### src/rtl/scanout_ctrl.sv
`default_nettype none
// ============================================================================
// Module      : scanout_ctrl
// Description : Display scanout stage behind the frame buffer (Buf0).
//               Generates raster timing and drives the buffer read port
//               (RE0/Addr0) in raster order. It re-registers the returned
//               R/G/B with hsync/vsync/de delayed to line up with the pixels.
//               It exports vblank so the upstream writer only writes while
//               no read is pending.
// Ports       : clk        - single clock, rising edge
//               reset      - synchronous reset, active low
//               en         - scanout enable (checked at frame boundaries)
//               wr_busy    - upstream write strobe (buffer WE0)
//               R_in/G_in/B_in - buffer read data (1-clk latency)
//               RE0/Addr0  - buffer read enable / address
//               pix_r/g/b  - output pixel, blanked outside de
//               hsync/vsync/de - timing outputs, aligned with pix_*
//               vblank     - counter-aligned vertical blank / idle window
//               frame_done - pulse on the last counter position of a frame
//               collision  - sticky: a write hit a cycle with RE0 high
// Revision    : 1.0 - initial release
// ============================================================================
module scanout_ctrl #(
   parameter int H_ACTIVE = 100,
   parameter int H_FP     = 4,
   parameter int H_SYNC   = 8,
   parameter int H_BP     = 8,
   parameter int V_ACTIVE = 100,
   parameter int V_FP     = 2,
   parameter int V_SYNC   = 2,
   parameter int V_BP     = 4,
   parameter bit SYNC_POL = 1'b0
) (
   input  logic        clk,
   input  logic        reset,
   input  logic        en,
   input  logic        wr_busy,
   input  logic [7:0]  R_in,
   input  logic [7:0]  G_in,
   input  logic [7:0]  B_in,
   output logic        RE0,
   output logic [19:0] Addr0,
   output logic [7:0]  pix_r,
   output logic [7:0]  pix_g,
   output logic [7:0]  pix_b,
   output logic        hsync,
   output logic        vsync,
   output logic        de,
   output logic        vblank,
   output logic        frame_done,
   output logic        collision
);

   localparam int C_H_TOTAL = H_ACTIVE + H_FP + H_SYNC + H_BP;
   localparam int C_V_TOTAL = V_ACTIVE + V_FP + V_SYNC + V_BP;
   localparam int C_HW      = $clog2(C_H_TOTAL);
   localparam int C_VW      = $clog2(C_V_TOTAL);

   localparam logic [C_HW-1:0] C_H_LAST     = C_HW'(C_H_TOTAL - 1);
   localparam logic [C_HW-1:0] C_H_ACT      = C_HW'(H_ACTIVE);
   localparam logic [C_HW-1:0] C_HS_START   = C_HW'(H_ACTIVE + H_FP);
   localparam logic [C_HW-1:0] C_HS_END     = C_HW'(H_ACTIVE + H_FP + H_SYNC);
   localparam logic [C_VW-1:0] C_V_LAST     = C_VW'(C_V_TOTAL - 1);
   localparam logic [C_VW-1:0] C_V_ACT      = C_VW'(V_ACTIVE);
   localparam logic [C_VW-1:0] C_VS_START   = C_VW'(V_ACTIVE + V_FP);
   localparam logic [C_VW-1:0] C_VS_END     = C_VW'(V_ACTIVE + V_FP + V_SYNC);
   localparam logic            C_SYNC_IDLE  = ~SYNC_POL;

   typedef enum logic [0:0] {
      ST_IDLE = 1'b0,
      ST_RUN  = 1'b1
   } state_t;

   state_t            r_state;
   state_t            w_state_nxt;
   logic [C_HW-1:0]   r_h;
   logic [C_VW-1:0]   r_v;
   logic [C_HW-1:0]   w_h_nxt;
   logic [C_VW-1:0]   w_v_nxt;
   logic              w_wrap;
   logic              w_run_nxt;
   logic              w_re_nxt;
   logic              w_hs_nxt;
   logic              w_vs_nxt;
   logic              w_vblank_nxt;
   logic              w_fd_nxt;
   logic [19:0]       r_ptr;
   logic [19:0]       w_ptr_base;

   // Pipeline stages: stage 0 is counter-aligned (same edge as RE0),
   // stage 1 lines up with the buffer returning data.
   logic              r_hs0;
   logic              r_vs0;
   logic              r_de1;
   logic              r_hs1;
   logic              r_vs1;

   // ------------------------------------------------------------------
   // Next counter position. Everything registered below is derived from
   // the next position so that RE0/vblank/frame_done change on the same
   // edge as the counters themselves.
   // ------------------------------------------------------------------
   always_comb begin
      w_state_nxt = r_state;
      w_h_nxt     = r_h;
      w_v_nxt     = r_v;
      w_wrap      = 1'b0;
      case (r_state)
         ST_IDLE: begin
            if (en) begin
               w_state_nxt = ST_RUN;
               w_h_nxt     = '0;
               w_v_nxt     = '0;
            end
         end
         ST_RUN: begin
            if (r_h == C_H_LAST) begin
               w_h_nxt = '0;
               if (r_v == C_V_LAST) begin
                  // en is only honoured here so a frame is never truncated.
                  w_v_nxt = '0;
                  w_wrap  = 1'b1;
                  if (!en) begin
                     w_state_nxt = ST_IDLE;
                  end
               end else begin
                  w_v_nxt = r_v + 1'b1;
               end
            end else begin
               w_h_nxt = r_h + 1'b1;
            end
         end
         default: begin
            w_state_nxt = ST_IDLE;
            w_h_nxt     = '0;
            w_v_nxt     = '0;
         end
      endcase
   end

   assign w_run_nxt    = (w_state_nxt == ST_RUN);
   assign w_re_nxt     = w_run_nxt && (w_h_nxt < C_H_ACT) && (w_v_nxt < C_V_ACT);
   assign w_hs_nxt     = (w_run_nxt && (w_h_nxt >= C_HS_START) && (w_h_nxt < C_HS_END))
                         ? SYNC_POL : C_SYNC_IDLE;
   assign w_vs_nxt     = (w_run_nxt && (w_v_nxt >= C_VS_START) && (w_v_nxt < C_VS_END))
                         ? SYNC_POL : C_SYNC_IDLE;
   assign w_vblank_nxt = !w_run_nxt || (w_v_nxt >= C_V_ACT);
   assign w_fd_nxt     = w_run_nxt && (w_h_nxt == C_H_LAST) && (w_v_nxt == C_V_LAST);

   // Read pointer restarts at the frame wrap; when the next frame starts
   // immediately, its first pixel must use address 0.
   assign w_ptr_base   = w_wrap ? '0 : r_ptr;

   // ------------------------------------------------------------------
   // State, counters, read port and counter-aligned flags
   // ------------------------------------------------------------------
   always_ff @(posedge clk) begin
      if (!reset) begin
         r_state    <= ST_IDLE;
         r_h        <= '0;
         r_v        <= '0;
         r_ptr      <= '0;
         RE0        <= 1'b0;
         Addr0      <= '0;
         r_hs0      <= C_SYNC_IDLE;
         r_vs0      <= C_SYNC_IDLE;
         vblank     <= 1'b1;
         frame_done <= 1'b0;
         collision  <= 1'b0;
      end else begin
         r_state    <= w_state_nxt;
         r_h        <= w_h_nxt;
         r_v        <= w_v_nxt;
         RE0        <= w_re_nxt;
         r_hs0      <= w_hs_nxt;
         r_vs0      <= w_vs_nxt;
         vblank     <= w_vblank_nxt;
         frame_done <= w_fd_nxt;
         // Address only moves on reads, so it holds through blanking.
         if (w_re_nxt) begin
            Addr0 <= w_ptr_base;
            r_ptr <= w_ptr_base + 20'd1;
         end else if (w_wrap) begin
            Addr0 <= '0;
            r_ptr <= '0;
         end
         // The buffer drops a read that coincides with a write.
         if (wr_busy && RE0) begin
            collision <= 1'b1;
         end
      end
   end

   // ------------------------------------------------------------------
   // Output pipeline: two stages behind the counters to meet the data
   // returned by the buffer one clock after RE0.
   // ------------------------------------------------------------------
   always_ff @(posedge clk) begin
      if (!reset) begin
         r_de1 <= 1'b0;
         r_hs1 <= C_SYNC_IDLE;
         r_vs1 <= C_SYNC_IDLE;
         de    <= 1'b0;
         hsync <= C_SYNC_IDLE;
         vsync <= C_SYNC_IDLE;
         pix_r <= '0;
         pix_g <= '0;
         pix_b <= '0;
      end else begin
         r_de1 <= RE0;
         r_hs1 <= r_hs0;
         r_vs1 <= r_vs0;
         de    <= r_de1;
         hsync <= r_hs1;
         vsync <= r_vs1;
         pix_r <= r_de1 ? R_in : 8'd0;
         pix_g <= r_de1 ? G_in : 8'd0;
         pix_b <= r_de1 ? B_in : 8'd0;
      end
   end

endmodule
`default_nettype wire

### config.mk
export PLATFORM = sky130hd
export DESIGN_NAME = scanout_ctrl
export DESIGN_NICKNAME = d
export VERILOG_FILES = /design/src/rtl/scanout_ctrl.sv
export SDC_FILE = /design/constraint.sdc
export NUM_CORES = 1
export LEC_CHECK = 0
export CAP_MARGIN = 5
export CORE_MARGIN = 2
export CORE_UTILIZATION = 40
export DETAILED_ROUTE_END_ITERATION = 6
export PLACE_DENSITY = 0.64
export SYNTH_ARGS = -nofsm -noshare
export SYNTH_HDL_FRONTEND = slang
export SYNTH_SLANG_ARGS = --single-unit
export TNS_END_PERCENT = 30
### constraint.sdc
create_clock -name clk -period 3.9 [get_ports clk]
set_clock_uncertainty 0.15 [all_clocks]
set_input_delay 0.975 -clock clk [delete_from_list [all_inputs] [get_ports clk]]
set_output_delay 0.975 -clock clk [all_outputs]
set_load 0.05 [all_outputs]
==> results of run 1 <==
-- synth_stat cells (6+ instances only) --
| master | instances | share of area (%) |
|---|---|---|
| nand2b_1 | 6 | 1.0 |
| a21oi_1 | 23 | 3.1 |
| o21ai_0 | 9 | 1.2 |
| clkbuf_1 | 14 | 1.4 |
| nand3_1 | 17 | 2.3 |
| and3_1 | 31 | 5.1 |
| nor2_1 | 17 | 1.7 |
| a22o_1 | 11 | 2.6 |
| and2_1 | 11 | 1.8 |
| nor2b_1 | 12 | 2.0 |
| nand2_1 | 50 | 5.0 |
| dfxtp_1 | 91 | 48 |
-- worst max-delay path by stage --
stage / start / end
3_5_place_dp: en / r_ptr[10]
2_1_floorplan: en / Addr0[0]
6_report: en / r_ptr[10]
5_1_grt: en / r_ptr[10]
4_1_cts: en / r_ptr[10]
3_3_place_gp: en / r_ptr[10]
-- cell families after synthesis --
kind of cell / synth area share (%)
compound gates: 15.9
xor+xnor: 1.16
fa+ha+maj: 1.33
buf+inv: 3.09
flops: 48.3
mux: 0.797
simple gates: 29.4
-- critical path: stages --
cell	delay, ns
clkdlybuf4s50_1	0.53
nor2_1	0.15
a21o_1	0.18
a32oi_1	0.37
a311oi_4	0.17
buf_4	0.20
nor4b_4	0.34
nand2_2	0.16
or3_1	0.32
a21oi_1	0.13
-- power breakdown --
part / internal [mW] / total, mW / switching (mW) / leakage, nW
registers: 0.943 / 0.957 / 0.0140 / 0.737
clock network: 0.234 / 0.575 / 0.341 / 0.0783
logic: 0.0662 / 0.155 / 0.0888 / 1.03
-- sequential cells by signal, summed over array words and instances (netlist names) --
| name | count |
|---|---|
| hsync | 1 |
| pix_r | 8 |
| de | 1 |
| Addr0 | 20 |
| r_vs0 | 1 |
| r_ptr | 20 |
| pix_g | 8 |
| r_v | 7 |
| r_h | 7 |
| vsync | 1 |
| frame_done | 1 |
| r_vs1 | 1 |
| pix_b | 8 |
| r_state | 1 |
| r_hs1 | 1 |
| vblank | 1 |
| r_hs0 | 1 |
| collision | 1 |
| r_de1 | 1 |
| RE0 | 1 |
-- layout make-up --
cell class                      instances  area share [%]
Sequential cell                        91            37.4
Timing Repair Buffer                   92            18.2
Tap cell                              111            2.85
Inverter                                4           0.309
Multi-Input combinational cell        283            37.6
Clock buffer                            9            2.55
Clock inverter                          6            1.00
-- metal layers --
layer  routed length [um]  vias up  share of wire [%]  track usage, %
met5                    0        -                  0               0
met4                  241        0                2.7            7.80
met3                  449       19                5.1            2.98
met2                 3990      110                 45            29.3
met1                 4190     1477                 47            25.0
li1                     -     1601                  -               -
==> flow_summary.ini, run 1 <==
[outcome]
outcome = finished, final reports clean

[cts]
insertion_delay_ns = 0.36
clk_pin_slew_ns = 0.10
cts_made_buffers = 9
root_buffer = clkbuf_8
h-tree-depth = 3
cts_tree = yes
clkSinkCount = 91
clock_path_buffers = 2
ctsResizeCount = 0
cts_setup_buffers = 0
hold_buffers = 0

[setup_path]
cp_max_fo = 7
crit_path_end_kind = register
regToRegSetupSlack_ns = 0.64
worstPathRequired_ns = 4.04
arrival_ns = 3.52
r2r-start = r_h[0]
timing.rr.end = r_ptr[10]
path_class = primary input to register
critPathLaunchType = primary input
worst-r2r-cell-count = 10

[global_route]
grt_pass1_vias = 3062
antenna_found_initial = 0
grt_usage_pct = 18.5
grt_max_degree = 29
grt_overflow = 0
grt_pass1_wl_um = 15100

[final_layout]
layoutNonFillerInstCount = 596
postLayoutCoreUtil_pct = 52.9
multi_input_area_mm2 = 0.00183
layout.cells.most_common = dfxtp_1
final_area_mm2 = 0.00486
mostFrequentLayoutCells = 91 x dfxtp_1, 78 x clkdlybuf4s50_1, 50 x nand2_1, 31 x and3_1, 23 x a21oi_1
fillers = 848
antenna_cells = 0
drive_above_1_share_pct = 11.3
final_net_count = 513
syn_to_final_growth_pct = 29.1
ff_latch_area_mm2 = 0.00182

[timing]
max_freq_mhz = 295
setup_viol = 0
hold_violations = 0
rsz0062_at_grt = false
post-route-period-util_pct = 86.8
hold_ws_ns = 0.259
worstMarginPinSlew_ns = 0.626
layout_setup_ws_ns = 0.514
drv_slew = 0
setup_tns_ns = 0
slew_headroom_pct = 58.2
fin_crit_ns = 3.39

[route]
routed_wl_um = 8870
wl_per_cell_um = 14.9
ant_nets = 0
drt-vias-per-instance = 5.38
drc_errors = 0
first_pass_iters = 4
vias = 3207
drt_iter0_markers = 114

[synthesis]
syn_nets = 430
ys_types = 70
syn_inst = 398
syn_area_per_cell_um2 = 9.47
synth_ff_type = dfxtp_1
yosys_warnings = 0
ys_ff_latch = 91
syn_area_mm2 = 0.00377
ys_async_sr_fraction_pct = 0
synth-edff-count = 0
synth.yosys.seq_area_share_pct = 48.3

[floorplanning]
pin_count = 79
start_util_pct = 41.0
rows = 35
die_area_mm2 = 0.0102
core_mm2 = 0.00920
die_h_um = 101
die_w_um = 101

[power]
p_total_mw = 1.69
vdd_drop_max_mv = 0.157
p_leak_nw = 1.84
power_density_mw_per_mm2 = 347

[worst_hold_path]
hp-class = register to register
min_from = r_hs1
holdPathEnd = hsync
whs_path_depth = 1

[placed_design]
io_buffers = 78
placed_area_mm2 = 0.00469
dp_hpwl_um = 6370
place.gp.congestion = 0.910
dp_cells = 581
pre_cts_slack_ns = 0.175

[run]
drv_cap = 0
Note: power is estimated with default switching activity, not from simulation.
==> run 2: changes to the inputs <==
CELL_PAD_IN_SITES_DETAIL_PLACEMENT = 2   (was not set)
CELL_PAD_IN_SITES_GLOBAL_PLACEMENT = 2   (was not set)
CORE_UTILIZATION = 31   (was 40)
PLACE_DENSITY = 0.78   (was 0.64)
clock period = 3.5 ns   (was 3.9 ns; I/O delays follow)
==> flow_summary.ini, run 2 (synthesized netlist as in run 1, its figures left out) <==
[outcome]
outcome = finished, final reports clean

[placed_design]
pre_cts_slack_ns = -0.163
place.gp.congestion = 0.810
io_buffers = 78
dp_hpwl_um = 8750
placed_area_mm2 = 0.00487

[power]
power_density_mw_per_mm2 = 435
p_leak_nw = 1.99
vdd_drop_max_mv = 0.180

[final_layout]
layout.cells.most_common = dfxtp_1
drive_above_1_share_pct = 14.3
reg_top3 = Addr0: 20 flops, r_ptr: 20 flops
mostFrequentLayoutCells = 91 x dfxtp_1, 78 x clkdlybuf4s50_1, 50 x nand2_1, 31 x and3_1, 29 x buf_4
syn_to_final_growth_pct = 37.7
antenna_cells = 0
final_area_mm2 = 0.00519
final_net_count = 529

[floorplanning]
pin_count = 79
die_area_mm2 = 0.0131
die_w_um = 114
rows = 40
start_util_pct = 31.5
die_h_um = 114
core_mm2 = 0.0120

[cts]
clock_path_buffers = 2
h-tree-depth = 3
clkSinkCount = 91
cts_setup_buffers = 0
insertion_delay_ns = 0.34
cts_tree = yes
hold_buffers = 0
cts_made_buffers = 9
root_buffer = clkbuf_16
clk_pin_slew_ns = 0.06

[route]
drt_iter0_markers = 119
drc_errors = 0
drt-vias-per-instance = 5.22
routed_wl_um = 11900
ant_nets = 0
wl_per_cell_um = 18.4
first_pass_iters = 4
vias = 3391

[setup_path]
worstPathRequired_ns = 3.62
cp_cell_sequence = clkdlybuf4s50_1 > nor2_1 > a21o_1 > a32oi_1 > buf_4 > or4b_2 > nor4_1 > nand3_1 > nor2_1
timing.rr.end = r_ptr[15]
path_class = primary input to register
worst-r2r-cell-count = 10
r2r-start = r_h[0]
regToRegSetupSlack_ns = 0.25
startpoint = en
cp_max_fo = 7
cp_slowest_cell = or4b_2
critPathLaunchType = primary input
crit_path_end_kind = register
slowest_delay_ns = 0.58
path_common_cell = nor2_1
arrival_ns = 3.41

[timing]
rsz0062_at_grt = false
slew_headroom_pct = 57.2
post-route-period-util_pct = 93.9
max_freq_mhz = 304
worstMarginPinSlew_ns = 0.640
hold_violations = 0
setup_viol = 0
fin_crit_ns = 3.29
drv_slew = 0
layout_setup_ws_ns = 0.213

[global_route]
grt_overflow = 0
grt_pass1_vias = 3637
grt_usage_pct = 19.3
grt_pass1_wl_um = 19500
antenna_found_initial = 0
grt_max_degree = 52

[worst_hold_path]
holdPathEnd = vsync
min_from = r_vs1
hp-class = register to register
whs_path_depth = 1

[run]
drv_cap = 0
[run 2: report_power, final]
part | internal (mW) | switching (mW) | total (mW) | leakage (nW)
clock | 0.592 | 0.406 | 0.998 | 0.153
sequential | 1.05 | 0.0203 | 1.07 | 0.737
combinational | 0.0821 | 0.106 | 0.188 | 1.10
total | 1.73 | 0.532 | 2.26 | 1.99
[run 2: final cells by class]
class	instances	area, um^2
flip-flops and latches	91	1820
fillers	1282	6770
clock buffers	12	256
well taps	147	184
multi-input cells	283	1850
clock inverters	4	48.8
inverters	4	15.0
repair buffers	108	1020
[run 2: worst max-delay path by stage]
| stage | endpoint | slack [ns] | depth (start not counted) |
|---|---|---|---|
| 6_report | frame_done | 0.21 | 9 |
| 5_1_grt | r_ptr[8] | 0.03 | 11 |
| 4_1_cts | r_ptr[8] | 0.17 | 11 |
| 3_5_place_dp | r_ptr[8] | -0.16 | 11 |
| 3_3_place_gp | r_ptr[15] | 0.01 | 9 |
| 2_1_floorplan | Addr0[0] | 0.51 | 13 |
[run 2: worst max-delay path: cells and delay by family]
kind | cells | cell delay (ns)
simple gates | 5 | 1.28
buf+inv | 2 | 0.70
compound gates | 2 | 0.55
[run 2: repair_timing]
action                                 in CTS  in global routing
endpoints found under the hold margin       0                  0
resized for setup                           0                  2
setup endpoints to repair                   0                  3
[run 2: stage by stage]
stage	util [%]	setup TNS, ns	power, mW	hold WS [ns]	cells
after detailed placement	40.7	-2.08	1.28	0.247	633
after CTS	43.3	0	2.28	0.264	649
after global placement	40.7	0	1.28	0.243	633
after floorplan	-	0	1.19	0.236	398
final	43.4	0	2.26	0.262	649
after global routing	43.4	0	2.35	0.305	649
[run 2: per-layer routing]
layer / up-vias / GRT usage [%] / share of wire (%)
met4: 0 / 6.02 / 1.7
met5: - / 0 / 0
li1: 1630 / - / -
met3: 16 / 3.71 / 3.3
met2: 63 / 33.1 / 49
met1: 1682 / 24.4 / 46
==> run 3: changes to the inputs <==
GPL_TIMING_DRIVEN = 0   (was not set)
==> flow_summary.ini, run 3 (synthesized netlist as in run 1, its figures left out) <==
[outcome]
outcome = finished, final reports clean

[global_route]
antenna_found_initial = 0
grt_overflow = 0
grt_usage_pct = 19.3
grt_pass1_vias = 3650
grt_max_degree = 15
grt_pass1_wl_um = 19400

[power]
p_leak_nw = 1.93
p_sw_mw = 0.534
seq_power_share_pct = 48.9
power.internal_mw = 1.65
p_comb_share_pct = 8.7
switching_share_pct = 24.5
p_clk_share_pct = 42.4
vdd_drop_max_mv = 0.169
power_density_mw_per_mm2 = 424

[placed_design]
place.gp.congestion = 0.790
pre_cts_slack_ns = -0.503
dp_hpwl_um = 8780
io_buffers = 78
dp_cells = 623

[route]
drt-vias-per-instance = 5.24
ant_nets = 0
drt_iter0_markers = 86
wl_per_cell_um = 18.5
routed_wl_um = 11900
first_pass_iters = 4
vias = 3377
drc_errors = 0

[floorplanning]
die_area_mm2 = 0.0131
die_h_um = 114
core_mm2 = 0.0120
pin_count = 79
start_util_pct = 31.5
die_w_um = 114
rows = 40

[final_layout]
layoutNonFillerInstCount = 644
syn_to_final_growth_pct = 36.4
multi_input_area_mm2 = 0.00191
drive_above_1_share_pct = 13.1
final_net_count = 524
mostFrequentLayoutCells = 91 x dfxtp_1, 77 x clkdlybuf4s50_1, 49 x nand2_1, 31 x and3_1, 21 x a21oi_1
fillers = 1281
ff_latch_area_mm2 = 0.00182
layout.cells.most_common = dfxtp_1
antenna_cells = 0
reg_top3 = Addr0: 20 flops, r_ptr: 20 flops

[cts]
clkSinkCount = 91
cts_made_buffers = 9
clock_path_buffers = 2
clk_pin_slew_ns = 0.06
insertion_delay_ns = 0.35
root_buffer = clkbuf_16
cts_tree = yes
h-tree-depth = 3

[setup_path]
path_delay_family = compound AO/OA/AOI/OAI gates
cp_slowest_cell = a221o_2
path_buf_inv = 2
path_class = register to register
worstPathRequired_ns = 3.62
crit_path_end_kind = register
path_common_cell = nand4_2
slowest_delay_ns = 0.44
arrival_ns = 3.39
critPathLaunchType = register
crit_cells = 11
cp_max_fo = 10
worst-r2r-cell-count = 11
cp_cell_sequence = ha_2 > nand4_2 > nor2_4 > o21ai_0 > a221o_2 > o211ai_4 > buf_4 > nand4_2 > buf_6 > or3_1 > a21oi_1

[timing]
setup_viol = 0
fin_crit_ns = 3.27
post-route-period-util_pct = 93.4
drv_slew = 0
max_freq_mhz = 306
hold_violations = 0
hold_ws_ns = 0.262
layout_setup_ws_ns = 0.233
worstMarginPinSlew_ns = 0.534
slew_headroom_pct = 64.1

[worst_hold_path]
whs_path_depth = 1
hp-class = register to register

[run]
drv_cap = 0
[run 3: cell count changes in the layout (fill, tap and decap cells not counted), sizes merged]
| cell | before | now |
|---|---|---|
| dlymetal6s2s | 0 | 1 |
| clkinv | 3 | 2 |
| buf | 30 | 10 |
| clkdlybuf4s50 | 78 | 77 |
| dlygate4sd1 | 0 | 1 |
| clkinvlp | 0 | 2 |
| bufinv | 1 | 0 |
| clkbuf | 12 | 26 |
[run 3: final timing paths]
check,startpoint,to,slack [ns]
setup / recovery,r_h[0],r_ptr[19],0.23
hold reg to reg,r_vs1,vsync,0.26
hold / removal,r_vs1,vsync,0.26
setup reg to reg,r_h[0],r_ptr[19],0.23
[run 3: layout make-up]
| cell class | instances | share of cell area [%] |
|---|---|---|
| inverter | 4 | 0.292 |
| buffer | 20 | 2.12 |
| tap | 147 | 3.58 |
| timing repair buffer | 83 | 16.0 |
| sequential | 91 | 35.4 |
| clock buffer | 12 | 4.99 |
| multi-input combinational | 283 | 37.1 |
| clock inverter | 4 | 0.487 |
[run 3: through the flow]
| stage | utilization (%) | total power, mW | TNS [ns] | area [um^2] |
|---|---|---|---|---|
| 3_5_place_dp | 39.6 | 1.28 | -11.33 | 4730 |
| 3_3_place_gp | 39.6 | 1.27 | -10.26 | 4730 |
| 5_1_grt | 43.0 | 2.27 | -0.0316 | 5140 |
| 6_report | 43.0 | 2.18 | 0 | 5140 |
| 4_1_cts | 42.3 | 2.21 | 0 | 5060 |
| 2_1_floorplan | - | 1.19 | 0 | 3770 |
[run 3: timing repair]
item,in CTS,in global routing
resized for setup,5,18
pin swaps,2,4
buffers inserted,3,2
hold buffers,0,0
endpoints found under the setup margin,16,22
[run 3: power groups by stage]
stage	Sequential, mW	Clock, mW	Combinational (mW)
2_1_floorplan	1.12	0	0.0670
3_3_place_gp	1.09	0	0.181
3_5_place_dp	1.09	0	0.186
4_1_cts	1.07	0.955	0.189
5_1_grt	1.07	0.998	0.206
6_report	1.07	0.924	0.189
[run 3: per-layer routing]
layer / track usage (%) / up-vias / share of wire [%]
met4: 5.61 / 0 / 1.2
met2: 34.2 / 55 / 50
met1: 23.1 / 1690 / 44
li1: - / 1622 / -
met5: 0 / - / 0
met3: 5.08 / 10 / 4.1
==> RTL change: new RTL, config.mk and constraints of run 2 <==
Make the reset (`reset`) asynchronous in 2 clocked blocks. Comments in the files are not updated.
--- a/src/rtl/scanout_ctrl.sv
+++ b/src/rtl/scanout_ctrl.sv
@@ -156,3 +156,3 @@
    // ------------------------------------------------------------------
-   always_ff @(posedge clk) begin
+   always_ff @(posedge clk or negedge reset) begin
       if (!reset) begin
@@ -197,3 +197,3 @@
    // ------------------------------------------------------------------
-   always_ff @(posedge clk) begin
+   always_ff @(posedge clk or negedge reset) begin
       if (!reset) begin
Formal check against the unedited RTL: differs if reset is asserted again (counterexample within 4 cycles, from zero or initial values and one cycle with reset low); with reset held inactive, the same outputs for 10 cycles.
==> RTL change against run 2 <==
  * Wire length grew 5.6%
  * Register-to-register slack gained 40 ps
  * Area after synthesis grew 8.0%
  * Sequential cell count is the same
  * Non-clock buffer count shrank 13
  * Worst setup slack gained 73 ps
  * Cell area grew 5.2%
  * Largest cell class is now flip-flops and latches
  * Highest routed layer unchanged
Power is not compared: it rests on default switching activity, and its combinational part moved more than twofold at a synthesized area within 25%.
==> RTL change: results (changes against run 2) <==
{
  "finalNonFillerCells": {"value": 645, "change": "was 649"},
  "numPlacedInstances": {"value": 629, "change": "was 633"},
  "crit_path_max_fanout": {"value": 6, "change": "was 7"},
  "insertion_delay_of_the_later_clocked_pin_in_the_worst_skew_pair_ps": 350,
  "nets": {"value": 500, "change": "was 529"},
  "critical-path-slowest-cell": {"value": "dfrtp_1", "change": "was or4b_2"},
  "setup_fix_buffers_added_after_clock_tree_synthesis": {"value": 0, "change": "unchanged"},
  "gp_routability_congestion": {"value": 0.767, "change": "was 0.810"},
  "arrival": {"value": 3330, "unit": "ps", "change": "was 3410 ps"},
  "port_buffer_count": {"value": 78, "change": "unchanged"},
  "layout-drive-gt1-share": {"value": 0.123, "change": "was 0.143"},
  "iter_0_drt_violations": {"value": 107, "change": "was 119"},
  "seq_area_frac_synth": {"value": 0.562, "change": "was 0.483"},
  "via_count": {"value": 3413, "change": "was 3391"},
  "mappedNetlistNets": {"value": 419, "change": "was 430"},
  "timing.critical_path.slowest_cell_delay": {"value": 430, "unit": "ps", "change": "was 580 ps"},
  "grt_start_max_net_pins": {"value": 48, "change": "was 52"},
  "post_synth.cell_area_avg": {"value": 10.5, "unit": "µm²", "change": "was 9.47 µm²"},
  "timing.hold.worst.class": {"value": "register to register", "change": "unchanged"},
  "n_antenna_cell": {"value": 0, "change": "unchanged"},
  "gr-usage-all-layers": {"value": 0.192, "change": "was 0.193"},
  "yosysUniqueCellTypes": {"value": 53, "change": "was 70"},
  "ys.warnings.count": {"value": 0, "change": "unchanged"},
  "n_fill_cell": {"value": 1350, "change": "was 1282"},
  "relSlewSlack": {"value": 0.464, "change": "was 0.572"},
  "placed_cell_area": {"value": 5130, "unit": "µm²", "change": "was 4870 µm²"},
  "synthFlopType": {"value": "dfrtp_1", "change": "was dfxtp_1"},
  "place.detailed.hpwl": {"value": 8510, "unit": "µm", "change": "was 8750 µm"},
  "first_pass_grt_wire_length": {"value": 21400, "unit": "µm", "change": "was 19500 µm"},
  "run_status": {"value": "complete, no violations", "change": "unchanged"},
  "yosys-top-cells-area": {"value": "dfrtp_1 (52%), dfstp_2 (4.5%), and2_1 (4.3%)", "change": "was dfxtp_1 (48%), and3_1 (5.1%), nand2_1 (5.0%)"},
  "cellLeakagePower_nw": 2.23,
  "largestRegisters": {"value": "Addr0 (20), r_ptr (20)", "change": "unchanged"},
  "async_flop_share": {"value": 1.00, "change": "was 0"},
  "synth_top_cells_by_count": {"value": "dfrtp_1 (84), nand3_1 (33), a21oi_1 (32)", "change": "was dfxtp_1 (91), nand2_1 (50), and3_1 (31)"},
  "postCtsResizedCells": {"value": 0, "change": "unchanged"},
  "postRouteWirelength": {"value": 12600, "unit": "µm", "change": "was 11900 µm"},
  "sequentialPower_mw": 1.52,
  "tritoncts.num_buffers": {"value": 9, "change": "unchanged"},
  "via_count_of_the_first_global_routing_pass": {"value": 3873, "change": "was 3637"},
  "dp_worst_setup_slack": {"value": -54.4, "unit": "ps", "change": "was -163 ps"},
  "clockPowerShare": 0.258
}
==> RTL change: cell types whose count changed in the layout (fill, tap and decap cells not counted), sizes merged, moves of 10 or more <==
cell          run 2  this run
o21ai             9        27
nand3            17        34
dfrtp             0        84
and2             14        28
or4               3        13
nand2            52        26
dfxtp            91         0
buf              30        18
and3             33        11
==> RTL change: path summary, 6_finish.rpt <==
path                        endpoint  startpoint  slack (ps)  depth (start not counted)
max                        r_ptr[18]      r_v[0]         290                         11
min                            vsync       r_vs1         210                          0
max in group asynchronous     vblank       reset        2050                          2
min in group asynchronous     r_v[0]       reset         420                          1
max reg2reg                r_ptr[18]      r_v[0]         290                         11
min reg2reg                    vsync       r_vs1         210                          0
==> RTL change: kinds of logic after synthesis <==
| group | synth area share |
|---|---|
| buf+inv | 0.0360 |
| simple gates | 0.214 |
| mux | 0.0157 |
| flops | 0.562 |
| fa+ha+maj | 0.0123 |
| xor+xnor | 0.00646 |
| compound gates | 0.154 |
==> RTL change: layer usage <==
metal / track usage / wire, µm / vias up
met5: 0 / 0 / -
met4: 0.0573 / 196 / 0
met3: 0.0434 / 482 / 15
met2: 0.324 / 6260 / 75
met1: 0.245 / 5660 / 1758
li1: - / - / 1565
==> RTL change: stage by stage <==
step / hold WS [ps] / power (mW) / util
after floorplan: 195 / 2.45 / -
after global placement: 196 / 2.98 / 0.403
after detailed placement: 197 / 3.08 / 0.403
after CTS: 209 / 4.17 / 0.429
after global routing: 211 / 4.35 / 0.429
final: 208 / 4.12 / 0.429
==> RTL change: area by class of cell <==
type / instances / area share
Inverter: 7 / 0.00527
Tap cell: 172 / 0.0394
Sequential cell: 91 / 0.419
Clock inverter: 7 / 0.0181
Clock buffer: 9 / 0.0413
Multi-Input combinational cell: 264 / 0.302
Timing Repair Buffer: 95 / 0.175
